**config.mk**
```make
export PLATFORM = sky130hd
export DESIGN_NAME = vga_timing_gen
export DESIGN_NICKNAME = d
export VERILOG_FILES = /design/src/rtl/vga_timing_gen.sv
export SDC_FILE = /design/constraint.sdc
export NUM_CORES = 1
export LEC_CHECK = 0
export CAP_MARGIN = 20
export CORE_MARGIN = 4
export CORE_UTILIZATION = 57
export DETAILED_ROUTE_END_ITERATION = 16
export GPL_ROUTABILITY_DRIVEN = 0
export PLACE_DENSITY = 0.9
export SYNTH_ARGS = -nofsm -noshare
export SYNTH_HDL_FRONTEND = slang
export SYNTH_SLANG_ARGS = --single-unit
```
**constraint.sdc**
```tcl
create_clock -name clk_i -period 5.75 [get_ports clk_i]
set_clock_uncertainty 0.05 [all_clocks]
set_input_delay 1.15 -clock clk_i [delete_from_list [all_inputs] [get_ports clk_i]]
set_output_delay 1.15 -clock clk_i [all_outputs]
set_load 0.05 [all_outputs]
```
**src/rtl/vga_timing_gen.sv**
```systemverilog
// Raster timing generator: h/v position counters, phase FSMs and decoded sync/de/eol/eof.
// Optional VGA_TIMING_FRAME_CNT_EN adds an 8-bit frame counter output (frame_cnt_o).
module vga_timing_gen #(
  parameter int H_VISIBLE  = 640,
  parameter int H_FP       = 16,
  parameter int H_SYNC     = 96,
  parameter int H_BP       = 48,
  parameter int V_VISIBLE  = 480,
  parameter int V_FP       = 10,
  parameter int V_SYNC     = 2,
  parameter int V_BP       = 33,
  parameter bit H_SYNC_POL = 1'b0,
  parameter bit V_SYNC_POL = 1'b0,
  localparam int H_TOTAL   = H_VISIBLE + H_FP + H_SYNC + H_BP,
  localparam int V_TOTAL   = V_VISIBLE + V_FP + V_SYNC + V_BP,
  localparam int HW        = $clog2(H_TOTAL),
  localparam int VW        = $clog2(V_TOTAL)
) (
  input  logic          clk_i,
  input  logic          rst_i,
  input  logic          enable_i,
  output logic          hsync_o,
  output logic          vsync_o,
  output logic          de_o,
  output logic          eol_o,
  output logic          eof_o,
  output logic [HW-1:0] h_pos_o,
  output logic [VW-1:0] v_pos_o
`ifdef VGA_TIMING_FRAME_CNT_EN
  ,
  output logic [7:0]    frame_cnt_o
`endif
);

  if (H_VISIBLE < 1 || H_FP < 1 || H_SYNC < 1 || H_BP < 1 ||
      V_VISIBLE < 1 || V_FP < 1 || V_SYNC < 1 || V_BP < 1) begin : g_bad_params
    $error("vga_timing_gen: every timing parameter must be >= 1");
  end

  localparam logic [HW-1:0] H_LAST    = HW'(H_TOTAL - 1);
  localparam logic [HW-1:0] H_FRONT_S = HW'(H_VISIBLE);
  localparam logic [HW-1:0] H_SYNC_S  = HW'(H_VISIBLE + H_FP);
  localparam logic [HW-1:0] H_BACK_S  = HW'(H_VISIBLE + H_FP + H_SYNC);
  localparam logic [VW-1:0] V_LAST    = VW'(V_TOTAL - 1);
  localparam logic [VW-1:0] V_FRONT_S = VW'(V_VISIBLE);
  localparam logic [VW-1:0] V_SYNC_S  = VW'(V_VISIBLE + V_FP);
  localparam logic [VW-1:0] V_BACK_S  = VW'(V_VISIBLE + V_FP + V_SYNC);

  typedef enum logic [1:0] {HP_ACTIVE, HP_FRONT, HP_SYNC, HP_BACK} h_phase_t;
  typedef enum logic [1:0] {VP_ACTIVE, VP_FRONT, VP_SYNC, VP_BACK} v_phase_t;

  h_phase_t      h_phase;
  v_phase_t      v_phase;
  logic [HW-1:0] h_pos;
  logic [VW-1:0] v_pos;
  logic [HW-1:0] h_nxt;
  logic [VW-1:0] v_nxt;
  logic          h_wrap;

  assign h_wrap = (h_pos == H_LAST);
  assign h_nxt  = h_wrap ? '0 : h_pos + 1'b1;
  assign v_nxt  = (v_pos == V_LAST) ? '0 : v_pos + 1'b1;

  // Phases follow the position the counters are about to take, so both stay in lockstep.
  always_ff @(posedge clk_i) begin
    if (rst_i) begin
      h_pos   <= H_LAST;
      v_pos   <= V_LAST;
      h_phase <= HP_BACK;
      v_phase <= VP_BACK;
    end else if (enable_i) begin
      h_pos <= h_nxt;
      if (h_nxt == H_FRONT_S)     h_phase <= HP_FRONT;
      else if (h_nxt == H_SYNC_S) h_phase <= HP_SYNC;
      else if (h_nxt == H_BACK_S) h_phase <= HP_BACK;
      else if (h_wrap)            h_phase <= HP_ACTIVE;
      if (h_wrap) begin
        v_pos <= v_nxt;
        if (v_nxt == V_FRONT_S)     v_phase <= VP_FRONT;
        else if (v_nxt == V_SYNC_S) v_phase <= VP_SYNC;
        else if (v_nxt == V_BACK_S) v_phase <= VP_BACK;
        else if (v_pos == V_LAST)   v_phase <= VP_ACTIVE;
      end
    end
  end

  assign de_o    = (h_phase == HP_ACTIVE) && (v_phase == VP_ACTIVE);
  assign hsync_o = (h_phase == HP_SYNC) ? H_SYNC_POL : ~H_SYNC_POL;
  assign vsync_o = (v_phase == VP_SYNC) ? V_SYNC_POL : ~V_SYNC_POL;
  assign eol_o   = h_wrap;
  assign eof_o   = h_wrap && (v_pos == V_LAST);
  assign h_pos_o = h_pos;
  assign v_pos_o = v_pos;

`ifdef VGA_TIMING_FRAME_CNT_EN
  logic [7:0] frame_cnt;

  always_ff @(posedge clk_i) begin
    if (rst_i)                  frame_cnt <= '0;
    else if (enable_i && eof_o) frame_cnt <= frame_cnt + 8'd1;
  end

  assign frame_cnt_o = frame_cnt;
`endif

endmodule
```
# Word-level counts from Yosys, hierarchy flattened
# Index checks and enable logic that the tools add are counted.
dict set report classes {
  add_sub_neg 2
  muxes 12
  reduce_logical 9
  eq_ne 10
}
# op count
set op_table {}
lappend op_table {{$eq A10 B10 Y1 const B} 5}
lappend op_table {{$eq A10 B9 Y1 const B} 3}
lappend op_table {{$add A10 B1 Y10 const B} 2}
lappend op_table {{$mux W10} 2}
lappend op_table {{$mux W2} 8}
lappend op_table {{$reduce_bool A4 Y1} 2}
lappend op_table {{$eq A2 B2 Y1 const B} 2}
lappend op_table {{$logic_not A2 Y1} 2}
lappend op_table {{$reduce_and A2 Y1} 2}
lappend op_table {{$reduce_and A3 Y1} 1}
lappend op_table {{$logic_and A1 B1 Y1} 2}
lappend op_table {{$mux W1} 2}
dict set report word_totals {
  in_bits 3
  register_bits 24
  out_inout_bits 25
}

# Logic depth before layout (Yosys ltp)
# Gate-level depths: netlist of the first run.
dict set report logic_depth {
  word_depth 6
  mapped_depth 9
}

# Worst setup path after synthesis of the first run
# Ideal clock, no wire load.
dict set report synth_path {
  kind {reg2out}
  from {register h_pos[0] (netlist: h_pos_o[0])}
  to {output port eof_o}
  setup_slack_ns 2.472
  path_stages_with_launch 7
  required_ns 4.550
  arrival_ns 2.078
  path_cell_list {dfxtp_1 > ha_1 > and4_1 > buf_4 > and3_1 > buf_6 > and2_1}
}
dict set report synth_via {
  elab_chain_cells 2
}
# item line_no
set synth_rtl {}
lappend synth_rtl {{from (decl)} 54} ;# logic [HW-1:0] h_pos;
lappend synth_rtl {{from (signal assigned)} 72} ;# h_pos <= h_nxt;
lappend synth_rtl {{$eq A10 B10 Y1} 60} ;# assign h_wrap = (h_pos == H_LAST);
lappend synth_rtl {{named net eol_o} 25} ;# output logic eol_o,
lappend synth_rtl {{$logic_and A1 B1 Y1} 91} ;# assign eof_o = h_wrap && (v_pos == V_LAST);
lappend synth_rtl {{to (decl)} 26} ;# output logic eof_o,
# The timed path passes the listed nets, and every way through them passes these cells.

# Final worst setup path of the first run
dict set report layout_path {
  from {register h_pos[0] (netlist: h_pos_o[0])}
  to {output port eof_o}
}
dict set report layout_via {
  elab_chain_cells 2
}
# item line_no
set layout_rtl {}
lappend layout_rtl {{$eq A10 B10 Y1} 60}
lappend layout_rtl {{$logic_and A1 B1 Y1} 91}
# Every way passes these cells.

==> results of run 1 <==
==> per-layer routing <==
metal  routed length [microns]  GRT usage
met1                      1900      0.279
met2                      1710      0.310
met4                        40     0.0647
met3                       255     0.0409
met5                         0          0
==> flip-flops by register name, summed over array words and instances, names as in the netlist <==
register,flops
v_pos_o,10
h_phase,2
h_pos_o,10
v_phase,2
==> area by class of cell <==
class | instances | area (sq um) | share of cell area
Timing Repair Buffer | 27 | 270 | 0.137
Multi-Input combinational cell | 180 | 1130 | 0.574
Clock buffer | 4 | 36.3 | 0.0184
Tap cell | 31 | 38.8 | 0.0196
Sequential cell | 24 | 480 | 0.243
Inverter | 4 | 15.0 | 0.00760
==> worst register-to-register path, delay by kind of cell (launching register included) <==
family / cells / cell delay (ns)
adders and majority gates: 1 / 0.40
and+or+nand+nor: 2 / 0.76
AOI/OAI and AO/OA: 4 / 0.97
DFF: 1 / 0.46
==> Yosys cell counts, types with 2 or more instances <==
cell type and number:
o21ai_0 15, buf_2 2, inv_1 4, xnor2_1 7, and2_1 3, nand4_1 3
ha_1 4, a211o_1 3, a211oi_1 3, a31oi_1 5, nor3_1 8, nor2_1 18
nand2_1 23, nor2b_1 5, nand4b_1 2, and3_1 6, clkbuf_1 9, nand3_1 8
a21o_1 2, nor4_1 4, xor2_1 5, a221o_1 4, buf_4 4, dfxtp_1 24
o31ai_1 2, nand2b_1 6, o22ai_1 2, and4_1 2, nand3b_1 3, a21oi_1 15
buf_6 4, or3_1 3
==> power by group through the flow <==
| stage | Combinational (mW) | Sequential (mW) | Clock, mW |
|---|---|---|---|
| 4_1_cts | 0.205 | 0.207 | 0.0917 |
| 5_1_grt | 0.223 | 0.211 | 0.0981 |
| 3_5_place_dp | 0.204 | 0.210 | 0 |
| 2_1_floorplan | 0.147 | 0.228 | 0 |
| 3_3_place_gp | 0.202 | 0.209 | 0 |
| 6_report | 0.206 | 0.207 | 0.0894 |
==> cells by family after synthesis <==
logic type / after synthesis
AO/OA/AOI/OAI: 63
XOR/XNOR: 12
adder cells (fa/ha/maj): 4
buffers and inverters: 23
flip-flops: 24
multiplexers: 1
AND/OR/NAND/NOR: 100
==> worst paths after layout <==
path | start | endpoint | slack, ns | depth (start not counted)
setup / recovery | h_pos_o[0] | eof_o | 1.66 | 5
hold / removal | v_phase[0] | v_phase[0] | 0.43 | 2
setup reg to reg | h_pos_o[0] | h_phase[0] | 3.02 | 7
hold reg to reg | v_phase[0] | v_phase[0] | 0.43 | 2
==> results.md, run 1 <==
* Post-Synthesis Cells at 227
* Critical path type: register to output pin
* Die X at 63.4 microns
* DRC violations left at 0
* Crit path time final at 4.09 ns
* Unique cell type count in the Yosys netlist at 51
* Max_slew headroom at 0.397
* Critical Path AT at 2.89 ns
* Clk network pwr share at 0.178
* Clock sinks at 24
* #FFs+latches synth at 24
* Final critical-path setup slack at 1.66 ns
* DP Cell Count at 266
* DRT iter0 DRCs at 107
* Worst Path Buf+Inv at 1
* Full die area at 0.00402 sq mm
* Max incr delay on CP at 0.79 ns
* Fraction of registers with async set/reset at 0
* H-tree Lvls at 1
* Diodes inserted at 0
* Placeable core area at 0.00285 sq mm
* Combinational power share at 0.410
* Inserted Clock Buffers at 3
* Setup TNS at 0 ns
* DR vias at 1703
* Crit-path max FO at 11
* Area growth from synthesis to layout at 12.9%
* RSZ-0062 raised after global routing: no
* Final Net Count at 247
* Largest net degree at the start of global routing at 25
* Final wirelength at 3.90 mm
* Area leader, netlist: dfxtp_1
* Initial DRT Pass Iterations at 4
* Post-CTS Setup Bufs at 0
* Sw power at 207 uW
* Hpwl dp at 2.75 mm
* Post-Synth XOR/XNOR Area at 0.0601
* Slowest CP cell: clkdlybuf4s50_1
* Final Hold Violating Endpoints at 0
* Dpl ws at 2.02 ns
* Via-to-Cell Ratio at 6.31
* Most common cell after layout, fill and taps aside: clkdlybuf4s50_1
* Tightest Pin Transition at 0.902 ns
* Clock insertion delay at the later pin of the skew report at 0.31 ns
* Post-Synth Adder-Cell Area at 0.0286
* Post-CTS sizing at 0
* Synth top area share at 0.275
* Layout cell share with drive strength beyond 1 at 0.0460
* HP Class: register to register
* CP Launch Type: register
* Fin Hold WS at 0.434 ns
* Sequential power share at 0.412
* Final Cell Area at 0.00198 sq mm
* Final core occ at 0.693
* GRT overflow at 0
* Longest Clk Path Bufs at 2
* Sequential fraction of the synthesis area at 0.275
* Root Driver: clkbuf_4
* Cells along the critical path: ha_1 > and4_1 > and3_1 > and2_1 > clkdlybuf4s50_1
* Max Freq at 244 MHz
* Synth Cell Area at 0.00175 sq mm
* Maxcap violations at 0
* Leak at 0.718 nW
* Compound-gate portion of the synthesized area at 0.246
* Routed Antenna Nets at 0
* FP Rows at 19
* Req. time, crit path at 4.55 ns
* Ranking of synthesized cells by area: dfxtp_1 (27%), nand2_1 (4.9%), a21oi_1 (4.3%), o21ai_0 (4.3%), nor2_1 (3.9%)
* Final period util at 0.712
* Fillers at 243
* Pwr Total at 502 uW
* Int Pwr at 296 uW
* Switching Fraction at 0.411
* Starting density of the core at 0.613
* Most used DFF post-synth: dfxtp_1
* Crit. End Element: output pin
* Tot GR Track Use at 0.201
* Run status: finished, final reports clean
* Synth Area in Simple Gates at 0.308
* Most frequent cells in the layout: clkdlybuf4s50_1 (27), dfxtp_1 (24), nand2_1 (23)
* Initial antenna violation count at 0
* Die Y at 63.4 microns
* Setup Viol. Count Final at 0
* YS warnings at 0
* Post-synth EDFFs at 0
* Cell Area, Placed at 0.00194 sq mm
* Final std cells w/o fill at 270
* CTS tree: yes
* Peak supply drop at 0.161 mV
* Post-CTS Hold Fix Bufs at 0
* First-pass GRT wire length at 6.71 mm
* Wire per inst at 14.5 microns
* # IOs at 28
* Pwr dens at 254 mW/mm^2
* Final Slew Violations at 0
* Post-synthesis mux area share at 0.00572
* Avg Cell Area, Syn at 7.71 sq um
* Syn Nets at 234
* Vias in the first global route at 1466
* Port Buffers at 27
* Clk slew on worst S/H paths at 0.13 ns
* Largest family of logic cells by synthesized area: simple AND/OR/NAND/NOR gates
* CP delay by family, top: simple AND/OR/NAND/NOR gates
(Power assumes the default switching activity.)
==> run 2, diff against run 1 <==
- CORE_UTILIZATION: 57 -> 53
- PLACE_DENSITY: 0.9 -> 0.85
- clock period: 5.75 -> 3.84 ns (I/O delays scaled with it)
==> run 2 against run 1 <==
Clock power increased by 57%. Critical path depth did not move. Combinational power grew 57%. Hold slack worse by 0.0018 ns.
==> results.md, run 2 (synthesis results as in run 1) <==
* Slowest CP cell: clkdlybuf4s50_1
* DR vias at 1701
* Final Net Count at 251
* Post-CTS Hold Fix Bufs at 0
* Run status: finished, final reports clean
* Max_slew headroom at 0.421
* Hpwl dp at 2.78 mm
* Peak supply drop at 0.187 mV
* Req. time, crit path at 3.02 ns
* Maxcap violations at 0
* First-pass GRT wire length at 7.04 mm
* Diodes inserted at 0
* Root Driver: clkbuf_4
* Initial antenna violation count at 0
* Largest net degree at the start of global routing at 25
* Reg-to-reg slack, setup at 1.12 ns
* Hold EP: v_phase[0]
* Wire per inst at 13.9 microns
* Sw power at 318 uW
* Most common cell after layout, fill and taps aside: clkdlybuf4s50_1
* Reg-to-Reg End: h_phase[0]
* Placeable core area at 0.00310 sq mm
* Crit-path max FO at 11
* Setup TNS at 0 ns
* HP Start: v_phase[0]
* DRT iter0 DRCs at 118
* Routed Antenna Nets at 0
* Fillers at 283
* Starting density of the core at 0.564
* Area growth from synthesis to layout at 15.6%
* Initial DRT Pass Iterations at 4
* Clock sinks at 24
* Switching Fraction at 0.413
* Final wirelength at 3.99 mm
* FP Rows at 20
* H-tree Lvls at 1
* Clock insertion delay at the later pin of the skew report at 0.32 ns
* WHS Path Cells at 2
* Die X at 65.5 microns
* Die Y at 65.5 microns
* HP Class: register to register
* CP Launch Type: register
* Clk network pwr share at 0.181
* Most frequent cells in the layout: clkdlybuf4s50_1 (27), dfxtp_1 (24), nand2_1 (23)
* RSZ-0062 raised after global routing: no
* Critical R2R Launch: h_pos_o[0]
* Vias in the first global route at 1499
* Sequential power share at 0.398
* Post-CTS sizing at 0
* Final Slew Violations at 0
* Critical path type: register to output pin
* Full die area at 0.00428 sq mm
* CTS tree: yes
* Max Freq at 276 MHz
* Tot GR Track Use at 0.203
* # IOs at 28
* R2r worst-path depth at 8
* Layout cell share with drive strength beyond 1 at 0.0617
* Pwr dens at 381 mW/mm^2
* Inserted Clock Buffers at 3
* Longest Clk Path Bufs at 2
* Pwr Total at 771 uW
* Combinational power share at 0.420
* Tightest Pin Transition at 0.866 ns
* Port Buffers at 27
* Crit path time final at 3.63 ns
* Crit. End Element: output pin
* Worst Path Buf+Inv at 2
* CP delay by family, top: buffers and inverters
* Int Pwr at 453 uW
* Setup Viol. Count Final at 0
* Clk slew on worst S/H paths at 0.14 ns
* Leak at 0.737 nW
* Cells along the critical path: ha_1 > and4_1 > and3_1 > buf_4 > clkdlybuf4s50_1
* Post-CTS Setup Bufs at 0
* Max incr delay on CP at 0.81 ns
* Final Hold Violating Endpoints at 0
* Critical Path AT at 2.81 ns
* DRC violations left at 0
* Via-to-Cell Ratio at 5.93
* Final period util at 0.945
* GRT overflow at 0
run 2: cell count changes in the layout (fill, tap and decap cells not counted), sizes merged:
cell / change
buf: +4
run 2: cell type report:
type / count / area, sq um / area share
Multi-Input combinational cell: 180 / 1130 / 0.561
Sequential cell: 24 / 480 / 0.238
Timing Repair Buffer: 31 / 300 / 0.149
Tap cell: 44 / 55.1 / 0.0272
Clock buffer: 4 / 36.3 / 0.0179
Inverter: 4 / 15.0 / 0.00743
run 2: worst max path at each step:
| stage | start | to | slack [ns] | cells after the start |
|---|---|---|---|---|
| after floorplan | h_pos_o[0] | eof_o | 0.94 | 6 |
| after global placement | h_pos_o[0] | eol_o | 0.71 | 5 |
| after detailed placement | h_pos_o[0] | eol_o | 0.63 | 5 |
| after CTS | h_pos_o[0] | eol_o | 0.24 | 5 |
| after global routing | h_pos_o[0] | eol_o | 0.06 | 5 |
| final | h_pos_o[0] | eol_o | 0.21 | 5 |
run 2: through the flow:
| stage | instances | setup slack, ns | utilization | hold WS (ns) | cell area [sq um] |
|---|---|---|---|---|---|
| 6_report | 287 | 0.210 | 0.652 | 0.432 | 2020 |
| 3_3_place_gp | 283 | 0.706 | 0.640 | 0.412 | 1990 |
| 2_1_floorplan | 227 | 0.944 | - | 0.394 | 1750 |
| 4_1_cts | 287 | 0.239 | 0.652 | 0.440 | 2020 |
| 5_1_grt | 287 | 0.0554 | 0.652 | 0.480 | 2020 |
| 3_5_place_dp | 283 | 0.635 | 0.640 | 0.421 | 1990 |
run 2: power groups by stage:
stage	Sequential [mW]	Combinational [mW]	Clock (mW)
global placement	0.311	0.318	0
global route	0.312	0.351	0.151
floorplan	0.341	0.220	0
detailed placement	0.312	0.321	0
CTS	0.306	0.323	0.145
finish	0.307	0.324	0.140
run 2: per-layer routing:
metal | GRT usage | up-vias | routed length [microns]
li1 | - | 863 | -
met1 | 0.296 | 774 | 2020
met5 | 0 | - | 0
met3 | 0.0342 | 6 | 226
met4 | 0.0622 | 0 | 49
met2 | 0.302 | 58 | 1690
run 2: worst reg2reg max path, delay by kind of cell, from the launching register on:
family | cells | cell delay (ns)
compound gates | 4 | 0.90
flops | 1 | 0.47
simple gates | 2 | 0.61
buf+inv | 1 | 0.17
fa+ha+maj | 1 | 0.43
